==> src/rtl/acc_cpu_core.sv <==
// Multicycle accumulator CPU core: FETCH/DECODE/EXEC control, registered {Z,N,C,V} flags,
// conditional branches, HALT, and a ready-handshaked data-memory port.
module acc_cpu_core #(
    parameter int DW   = 8,
    parameter int AW   = 8,
    parameter int PC_W = 8
) (
    input  logic            clk,
    input  logic            rst_n,
    output logic [PC_W-1:0] imem_addr,
    input  logic [DW+4:0]   imem_data,
    output logic            dmem_req,
    output logic            dmem_we,
    output logic [AW-1:0]   dmem_addr,
    output logic [DW-1:0]   dmem_wdata,
    input  logic [DW-1:0]   dmem_rdata,
    input  logic            dmem_ready,
    output logic [DW-1:0]   acc_out,
    output logic [3:0]      flags_out,
    output logic            halted
);
    typedef enum logic [2:0] {
        S_FETCH,
        S_DECODE,
        S_EXEC,
        S_MEMRD,
        S_MEMWR,
        S_HALT
    } state_t;

    localparam logic [1:0] TYPE_ALU_IMM = 2'b00;
    localparam logic [1:0] TYPE_ALU_MEM = 2'b01;
    localparam logic [1:0] TYPE_STORE   = 2'b10;
    localparam logic [1:0] TYPE_BRANCH  = 2'b11;

    localparam logic [2:0] OP_ADD  = 3'd0;
    localparam logic [2:0] OP_SUB  = 3'd1;
    localparam logic [2:0] OP_AND  = 3'd2;
    localparam logic [2:0] OP_OR   = 3'd3;
    localparam logic [2:0] OP_XOR  = 3'd4;
    localparam logic [2:0] OP_LOAD = 3'd5;
    localparam logic [2:0] OP_SHL  = 3'd6;
    localparam logic [2:0] OP_SHR  = 3'd7;

    localparam logic [2:0] BR_JMP  = 3'd0;
    localparam logic [2:0] BR_JZ   = 3'd1;
    localparam logic [2:0] BR_JNZ  = 3'd2;
    localparam logic [2:0] BR_JN   = 3'd3;
    localparam logic [2:0] BR_JC   = 3'd4;
    localparam logic [2:0] BR_JV   = 3'd5;
    localparam logic [2:0] BR_HALT = 3'd6;

    localparam logic [PC_W-1:0] PC_ONE = PC_W'(1);

    state_t          state_reg, state_next;
    logic [PC_W-1:0] pc_reg;
    logic [DW+4:0]   ir_reg;
    logic [DW-1:0]   acc_reg;
    logic [DW-1:0]   wdr_reg;
    logic [DW-1:0]   rdr_reg;
    logic [AW-1:0]   mar_reg;
    logic [3:0]      flags_reg;

    logic [1:0]      ir_type;
    logic [2:0]      ir_code;
    logic [DW-1:0]   ir_operand;
    logic            flag_z, flag_n, flag_c, flag_v;

    assign ir_type    = ir_reg[DW+4:DW+3];
    assign ir_code    = ir_reg[DW+2:DW];
    assign ir_operand = ir_reg[DW-1:0];
    assign {flag_z, flag_n, flag_c, flag_v} = flags_reg;

    // ALU: the B operand comes from the read-data register only for memory-operand instructions
    logic [DW-1:0] alu_b;
    logic [DW-1:0] alu_res;
    logic [DW:0]   alu_wide;
    logic          alu_c;
    logic          alu_v;

    assign alu_b = (ir_type == TYPE_ALU_MEM) ? rdr_reg : ir_operand;

    always_comb begin
        alu_wide = '0;
        alu_res  = '0;
        alu_c    = 1'b0;
        alu_v    = 1'b0;
        case (ir_code)
            OP_ADD: begin
                alu_wide = {1'b0, acc_reg} + {1'b0, alu_b};
                alu_res  = alu_wide[DW-1:0];
                alu_c    = alu_wide[DW];
                alu_v    = (acc_reg[DW-1] == alu_b[DW-1]) && (alu_res[DW-1] != acc_reg[DW-1]);
            end
            OP_SUB: begin
                alu_wide = {1'b0, acc_reg} - {1'b0, alu_b};
                alu_res  = alu_wide[DW-1:0];
                alu_c    = alu_wide[DW];
                alu_v    = (acc_reg[DW-1] != alu_b[DW-1]) && (alu_res[DW-1] != acc_reg[DW-1]);
            end
            OP_AND:  alu_res = acc_reg & alu_b;
            OP_OR:   alu_res = acc_reg | alu_b;
            OP_XOR:  alu_res = acc_reg ^ alu_b;
            OP_LOAD: alu_res = alu_b;
            OP_SHL: begin
                alu_res = {acc_reg[DW-2:0], 1'b0};
                alu_c   = acc_reg[DW-1];
            end
            OP_SHR: begin
                alu_res = {1'b0, acc_reg[DW-1:1]};
                alu_c   = acc_reg[0];
            end
            default: ;
        endcase
    end

    logic branch_taken;

    always_comb begin
        branch_taken = 1'b0;
        case (ir_code)
            BR_JMP:  branch_taken = 1'b1;
            BR_JZ:   branch_taken = flag_z;
            BR_JNZ:  branch_taken = !flag_z;
            BR_JN:   branch_taken = flag_n;
            BR_JC:   branch_taken = flag_c;
            BR_JV:   branch_taken = flag_v;
            default: branch_taken = 1'b0;
        endcase
    end

    always_ff @(posedge clk or negedge rst_n) begin
        if (!rst_n) begin
            state_reg <= S_FETCH;
        end else begin
            state_reg <= state_next;
        end
    end

    always_comb begin
        state_next = state_reg;
        case (state_reg)
            S_FETCH:  state_next = S_DECODE;
            S_DECODE: begin
                case (ir_type)
                    TYPE_ALU_MEM: state_next = S_MEMRD;
                    TYPE_STORE:   state_next = S_MEMWR;
                    TYPE_BRANCH:  state_next = (ir_code == BR_HALT) ? S_HALT : S_EXEC;
                    default:      state_next = S_EXEC;
                endcase
            end
            S_EXEC:   state_next = S_FETCH;
            S_MEMRD:  state_next = dmem_ready ? S_EXEC : S_MEMRD;
            S_MEMWR:  state_next = dmem_ready ? S_FETCH : S_MEMWR;
            S_HALT:   state_next = S_HALT;
            default:  state_next = S_FETCH;
        endcase
    end

    // Address and write data are snapshotted in DECODE so they hold steady through any wait states
    always_ff @(posedge clk or negedge rst_n) begin
        if (!rst_n) begin
            pc_reg    <= '0;
            ir_reg    <= '0;
            acc_reg   <= '0;
            flags_reg <= '0;
            mar_reg   <= '0;
            wdr_reg   <= '0;
            rdr_reg   <= '0;
        end else begin
            case (state_reg)
                S_FETCH: ir_reg <= imem_data;
                S_DECODE: begin
                    pc_reg  <= pc_reg + PC_ONE;
                    mar_reg <= ir_operand[AW-1:0];
                    wdr_reg <= acc_reg;
                end
                S_MEMRD: begin
                    if (dmem_ready) begin
                        rdr_reg <= dmem_rdata;
                    end
                end
                S_EXEC: begin
                    if (ir_type == TYPE_BRANCH) begin
                        if (branch_taken) begin
                            pc_reg <= ir_operand[PC_W-1:0];
                        end
                    end else begin
                        acc_reg   <= alu_res;
                        flags_reg <= {alu_res == '0, alu_res[DW-1], alu_c, alu_v};
                    end
                end
                default: ;
            endcase
        end
    end

    assign imem_addr  = pc_reg;
    assign dmem_req   = (state_reg == S_MEMRD) || (state_reg == S_MEMWR);
    assign dmem_we    = (state_reg == S_MEMWR);
    assign dmem_addr  = mar_reg;
    assign dmem_wdata = wdr_reg;
    assign acc_out    = acc_reg;
    assign flags_out  = flags_reg;
    assign halted     = (state_reg == S_HALT);

endmodule

==> config.mk <==
export PLATFORM = sky130hd
export DESIGN_NAME = acc_cpu_core
export DESIGN_NICKNAME = d
export VERILOG_FILES = /design/src/rtl/acc_cpu_core.sv
export SDC_FILE = /design/constraint.sdc
export NUM_CORES = 1
export LEC_CHECK = 0
export BUFFER_PORTS_ARGS = -buffer_cell sky130_fd_sc_hd__buf_2
export CAP_MARGIN = 20
export CORE_MARGIN = 1
export CORE_UTILIZATION = 30
export DETAILED_ROUTE_END_ITERATION = 10
export SETUP_SLACK_MARGIN = 0.15
export SLEW_MARGIN = 5
export SYNTH_ARGS = -nofsm -noshare
export SYNTH_HDL_FRONTEND = slang
export SYNTH_SLANG_ARGS = --single-unit
==> constraint.sdc <==
create_clock -name clk -period 5.9 [get_ports clk]
set_input_delay 0.295 -clock clk [delete_from_list [all_inputs] [get_ports clk]]
set_output_delay 0.295 -clock clk [all_outputs]
set_load 0.005 [all_outputs]
==> results.sh, run 1 <==
export IMPL_run_status="completed"
export IMPL_clock_path_buffers=2
export IMPL_route_detailed_drc=0
export IMPL_power_leakage_nw=2.33
export IMPL_met2_usage=0.302
export IMPL_cts_tree="done"
export IMPL_grt_busiest_layer="met2"
export IMPL_clock_skew_ns=0.00945
export IMPL_drive_gt1_frac=0.271
export IMPL_slew_headroom=0.314
export IMPL_synthFlopType="dfrtp_1"
export IMPL_grt_ovfl_total=0
export IMPL_postRouteAntennaNets=0
export IMPL_final_cell_mix="62 x buf_2, 59 x dfrtp_1, 38 x mux2_2, 36 x o21ai_0, 34 x nand2_1"
export IMPL_rrSetupSlack_ns=2.08
export IMPL_cap_viol_max_count=0
export IMPL_routed_wl_mm=11.9
export IMPL_dp_hpwl_mm=8.70
export IMPL_endpoint="flags_out[3]"
export IMPL_async_flop_share=1.00
export IMPL_drtIter0Drc=166
export IMPL_ctsHoldBuffers=0
export IMPL_hp_class="input port to asynchronous set/reset pin"
export IMPL_cp_arrival_ns=4.03
export IMPL_use_met3=0.0460
export IMPL_die_area_um2=13900
export IMPL_fin_nets=534
export IMPL_diodes=0
export IMPL_final_common_cell="buf_2"
export IMPL_r2r_end="flags_out[3]"
export IMPL_cp_start_kind="register"
export IMPL_dieHeight_um=118
export IMPL_place_congestion=0.929
export IMPL_r2r_start="ir_reg[11]"
export IMPL_antenna_found_initial=0
export IMPL_cts_buffers=9
export IMPL_cellPowerDensity_nw_per_um2=206
export IMPL_area_growth_pct=19.4
export IMPL_final_util=0.374
export IMPL_cts_sinks=59
export IMPL_synth_edf_count=0
export IMPL_ys_warn_count=0
export IMPL_power_w=0.000993
export IMPL_die_w_um=118
export IMPL_synth_seq_cells=59
export IMPL_vias_per_cell=5.43
export IMPL_critPathLaunch="ir_reg[11]"
export IMPL_io_buffers=62
export IMPL_routedWlPerCell_um=18.0
export IMPL_fin_crit_ns=3.82
export IMPL_first_global_vias=3606
export IMPL_tightest_slew_ns=1.03
export IMPL_cts_repair_resized=0
export IMPL_setup_ws_ns=2.08
export IMPL_finalCritPeriodShare=0.647
export IMPL_core_um2=12900
export IMPL_critical_path_class="register to register"
export IMPL_placementRows=41
export IMPL_largest_reg_flops=13
export IMPL_rsz0062_at_grt="false"
export IMPL_reg2regPathDepth=11
export IMPL_clk_latency_ns=0.33
export IMPL_root_buffer="clkbuf_16"
export IMPL_syn_inst=432
export IMPL_track_usage=0.178
export IMPL_grt_pass1_wl_mm=19.3
export IMPL_grt_use_met1=0.216
export IMPL_dpl_cell_count=646
export IMPL_required_ns=6.11
export IMPL_syn_avg_cell_area_um2=9.33
export IMPL_post_cts_buffers=0
export IMPL_vias=3592
export IMPL_start_util=0.313
export IMPL_synth_nets=481
export IMPL_fmax_mhz=262
export IMPL_netlist_area_um2=4030
export IMPL_firstDrtPassIters=5
export IMPL_tns_ns=0
export IMPL_ys_seq_area_frac=0.366
export IMPL_irDropWorstVdd_mv=0.158
export IMPL_grt_max_degree=60
export IMPL_ys_types=64
export IMPL_fill_cells=1312
export IMPL_clkTransAtPathRegs_ns=0.06
export IMPL_hold_viol=0
export IMPL_slew_viol_final=0
export IMPL_place_ws_ns=2.16
export IMPL_cts_htree_levels=3
export IMPL_stdcell_count=662
export IMPL_worstPathMaxFanout=10
export IMPL_end_kind="register"
export IMPL_ioPinCount=63
export IMPL_setup_viol=0
==> cells by family after synthesis <==
| group | count (synthesis) | share of synthesized area |
|---|---|---|
| and+or+nand+nor | 120 | 0.152 |
| buffers and inverters | 53 | 0.0555 |
| AOI/OAI and AO/OA | 123 | 0.200 |
| DFF | 59 | 0.366 |
| adders and majority gates | 25 | 0.0813 |
| xor gates and xnor gates | 1 | 0.00217 |
| muxes | 51 | 0.143 |
==> synthesized netlist by cell type, types with 3 or more instances <==
library cell	number	area share
nand2_1	34	0.032
buf_2	8	0.0099
a21o_1	6	0.011
clkbuf_1	14	0.013
o32ai_1	6	0.013
inv_1	26	0.024
o21ai_0	36	0.045
o221ai_1	3	0.0065
nor4_1	4	0.0062
mux2_2	38	0.11
nor2b_1	7	0.011
nand2b_1	7	0.011
and2_1	3	0.0047
a211oi_1	9	0.017
and3_1	5	0.0078
o211ai_1	4	0.0074
nand4_1	3	0.0047
a21oi_1	26	0.032
nor2_1	25	0.023
ha_1	23	0.071
dfrtp_1	59	0.37
nor3_1	10	0.012
mux2i_1	11	0.027
a31oi_1	5	0.0078
or4_1	3	0.0056
and3b_1	3	0.0065
nand3_1	5	0.0062
==> worst min-delay path by stage <==
| stage | to | start | depth (start not counted) | slack (ns) |
|---|---|---|---|---|
| global route | rdr_reg[1] | dmem_rdata[1] | 2 | 0.19 |
| finish | dmem_addr[5] | rst_n | 2 | 0.11 |
| global placement | dmem_wdata[2] | dmem_wdata[2] | 1 | 0.49 |
| floorplan | acc_out[0] | rst_n | 0 | -0.0006 |
| CTS | dmem_addr[5] | rst_n | 2 | 0.15 |
| detailed placement | dmem_wdata[0] | dmem_wdata[0] | 1 | 0.49 |
==> through the flow <==
stage | hold slack [ns] | cell area [um2]
6_report | 0.109 | 4820
5_1_grt | 0.187 | 4820
4_1_cts | 0.148 | 4820
3_5_place_dp | 0.492 | 4500
3_3_place_gp | 0.488 | 4480
2_1_floorplan | -0.000591 | 4030
==> worst max-delay path: stages, from the launching register on <==
cell and delay, ns:
dfrtp_1 0.47, nor2b_1 0.47, mux2i_1 0.59, inv_1 0.17, ha_1 0.23, a21o_1 0.18
a221o_1 0.33, or4_4 0.44, nand3_2 0.11, o21ai_2 0.05, a2111o_1 0.41, a32o_1 0.25
==> routing by layer <==
layer  up-vias  wire length (um)
met1      1758              4990
met2       126              5840
met4         0               242
li1       1689                 -
met3        19               847
met5         -                 0
==> layout make-up <==
| cell class | instances | area (um2) | area share |
|---|---|---|---|
| repair buffers | 69 | 367 | 0.0761 |
| inverters | 26 | 97.6 | 0.0203 |
| well taps | 172 | 215 | 0.0447 |
| clock inverters | 4 | 73.8 | 0.0153 |
| clock buffers | 12 | 246 | 0.0512 |
| flip-flops and latches | 59 | 1480 | 0.307 |
| multi-input cells | 320 | 2340 | 0.486 |
==> power breakdown <==
group	internal [W]	total [W]	switching [W]	leakage, nW
Clock	0.000381	0.000572	0.000191	0.157
Combinational	0.00000601	0.0000161	0.0000101	1.37
Sequential	0.000405	0.000405	0	0.804
Note: power is estimated with default switching activity, not from simulation.
==> run 2, diff against run 1 <==
==> constraint.sdc (replaced) <==
create_clock -name clk -period 3.75 [get_ports clk]
set_input_delay 0.1875 -clock clk [delete_from_list [all_inputs] [get_ports clk]]
set_output_delay 0.1875 -clock clk [all_outputs]
set_load 0.005 [all_outputs]
==> run 2 against run 1 <==
Net effect: clock power increased by 48%; clock skew decreased by 0.0020 ns; power up 52%; core utilization up 0.44 points; critical path type unchanged.
==> results.sh, run 2 (synthesized netlist as in run 1, its figures left out) <==
export IMPL_track_usage=0.180
export IMPL_route_detailed_drc=0
export IMPL_antenna_found_initial=0
export IMPL_cp_start_kind="register"
export IMPL_end_kind="register"
export IMPL_fin_nets=543
export IMPL_slew_viol_final=0
export IMPL_firstDrtPassIters=5
export IMPL_cp_arrival_ns=3.66
export IMPL_rsz0062_at_grt="false"
export IMPL_worstPathCellList="nand2b_1, a21o_1, inv_1, ha_1, and3_1, a221o_1, or4_4, nand3_2, o21ai_2, a2111o_1, a32o_1"
export IMPL_clk_latency_ns=0.33
export IMPL_root_buffer="clkbuf_16"
export IMPL_cts_buffers=9
export IMPL_die_w_um=118
export IMPL_cts_htree_levels=3
export IMPL_required_ns=3.96
export IMPL_first_global_vias=3558
export IMPL_fin_crit_ns=3.44
export IMPL_run_status="completed"
export IMPL_start_util=0.313
export IMPL_fill_cells=1297
export IMPL_clock_path_buffers=2
export IMPL_routedWlPerCell_um=17.8
export IMPL_cp_slowest_cell="dfrtp_1"
export IMPL_place_congestion=0.907
export IMPL_cellPowerDensity_nw_per_um2=310
export IMPL_drtIter0Drc=138
export IMPL_cts_tree="done"
export IMPL_setup_viol=0
export IMPL_finalCritPeriodShare=0.918
export IMPL_tightest_slew_ns=0.724
export IMPL_cts_sinks=59
export IMPL_drive_gt1_frac=0.293
export IMPL_fmax_mhz=290
export IMPL_critical_path_class="register to register"
export IMPL_largest_reg_flops=13
export IMPL_grt_pass1_wl_mm=19.6
export IMPL_die_area_um2=13900
export IMPL_postRouteAntennaNets=0
export IMPL_clock_skew_ns=0.00744
export IMPL_cap_viol_max_count=0
export IMPL_core_um2=12900
export IMPL_io_buffers=62
export IMPL_grt_max_degree=36
export IMPL_stdcell_count=671
export IMPL_clkTransAtPathRegs_ns=0.06
export IMPL_cpPeakStageDelay_ns=0.45
export IMPL_dieHeight_um=118
export IMPL_multi_input_area_um2=2350
export IMPL_critical_path_top_delay_family="compound AO/OA/AOI/OAI gates"
export IMPL_ff_latch_area_um2=1480
export IMPL_grt_ovfl_total=0
export IMPL_area_growth_pct=20.8
export IMPL_dp_hpwl_mm=8.91
export IMPL_worstPathMaxFanout=11
export IMPL_diodes=0
export IMPL_hp_class="input port to register"
export IMPL_vias_per_cell=5.38
export IMPL_final_cell_mix="62 x buf_2, 58 x dfrtp_1, 38 x mux2_2, 36 x o21ai_0, 34 x nand2_1"
export IMPL_placementRows=41
export IMPL_path_buf_inv=1
export IMPL_power_leakage_nw=2.36
export IMPL_final_common_cell="buf_2"
export IMPL_dpl_cell_count=654
export IMPL_ioPinCount=63
export IMPL_post_cts_buffers=0
export IMPL_vias=3608
export IMPL_irDropWorstVdd_mv=0.217
export IMPL_tns_ns=0
export IMPL_routed_wl_mm=11.9
export IMPL_slew_headroom=0.517
export IMPL_hold_viol=0
[run 2: changes by cell type in the layout (fill, tap and decap cells not counted), sizes merged]
cell / change
inv: +3
buf: +8
dlygate4sd3: +1
clkbuf: -3
clkinv: +1
bufinv: -1
[run 2: area by class of cell]
cell class,instances,area share
clock inverter,7,0.0154
inverter,26,0.0200
timing repair buffer,78,0.0889
multi-input combinational,320,0.482
clock buffer,9,0.0462
sequential,59,0.303
tap,172,0.0442
[run 2: stage by stage]
stage               worst slack (ns)  area, um2  utilization  hold WS, ns  power, W
floorplan                      0.499       4030            -       -0.108  0.000649
global placement               0.309       4550        0.354        0.217  0.000675
detailed placement             0.230       4550        0.354        0.223  0.000675
CTS                            0.218       4860        0.378       0.0700   0.00153
global route                   0.168       4870        0.378       0.0779   0.00156
finish                         0.306       4870        0.378       0.0816   0.00151
[run 2: timing repair]
| item | in CTS | in global routing |
|---|---|---|
| hold buffers | 1 | 0 |
| gates resized for setup | 0 | 3 |
| endpoints found under the setup margin | 0 | 2 |
| endpoints found under the hold margin | 24 | 0 |
[run 2: worst reg2reg max path, cell delays in order, from the launching register on]
cell and delay [ns]:
dfrtp_1 0.45, nand2b_1 0.32, a21o_1 0.20, inv_1 0.07
ha_1 0.41, and3_1 0.24, a221o_1 0.36, or4_4 0.44
nand3_2 0.11, o21ai_2 0.05, a2111o_1 0.43, a32o_1 0.26
[run 2: path summary, 6_finish.rpt]
check | startpoint | end | slack [ns] | depth (start not counted)
max | ir_reg[12] | flags_out[3] | 0.31 | 11
min | dmem_ready | state_reg[0] | 0.08 | 2
max reg2reg | ir_reg[12] | flags_out[3] | 0.31 | 11
min reg2reg | dmem_wdata[0] | dmem_wdata[0] | 0.50 | 1
max in group asynchronous | rst_n | dmem_wdata[3] | 2.51 | 3
min in group asynchronous | rst_n | ir_reg[7] | 0.37 | 2
[run 2: per-layer routing]
layer | global-route usage | routed length [um] | up-vias
li1 | - | - | 1714
met1 | 0.230 | 5070 | 1749
met2 | 0.289 | 5680 | 128
met3 | 0.0504 | 964 | 17
met4 | 0.0609 | 221 | 0
met5 | 0 | 0 | -
[run 2: where the power goes]
group	internal [W]	switching, W
logic	0.0000101	0.0000162
registers	0.000637	0
clock network	0.000520	0.000327
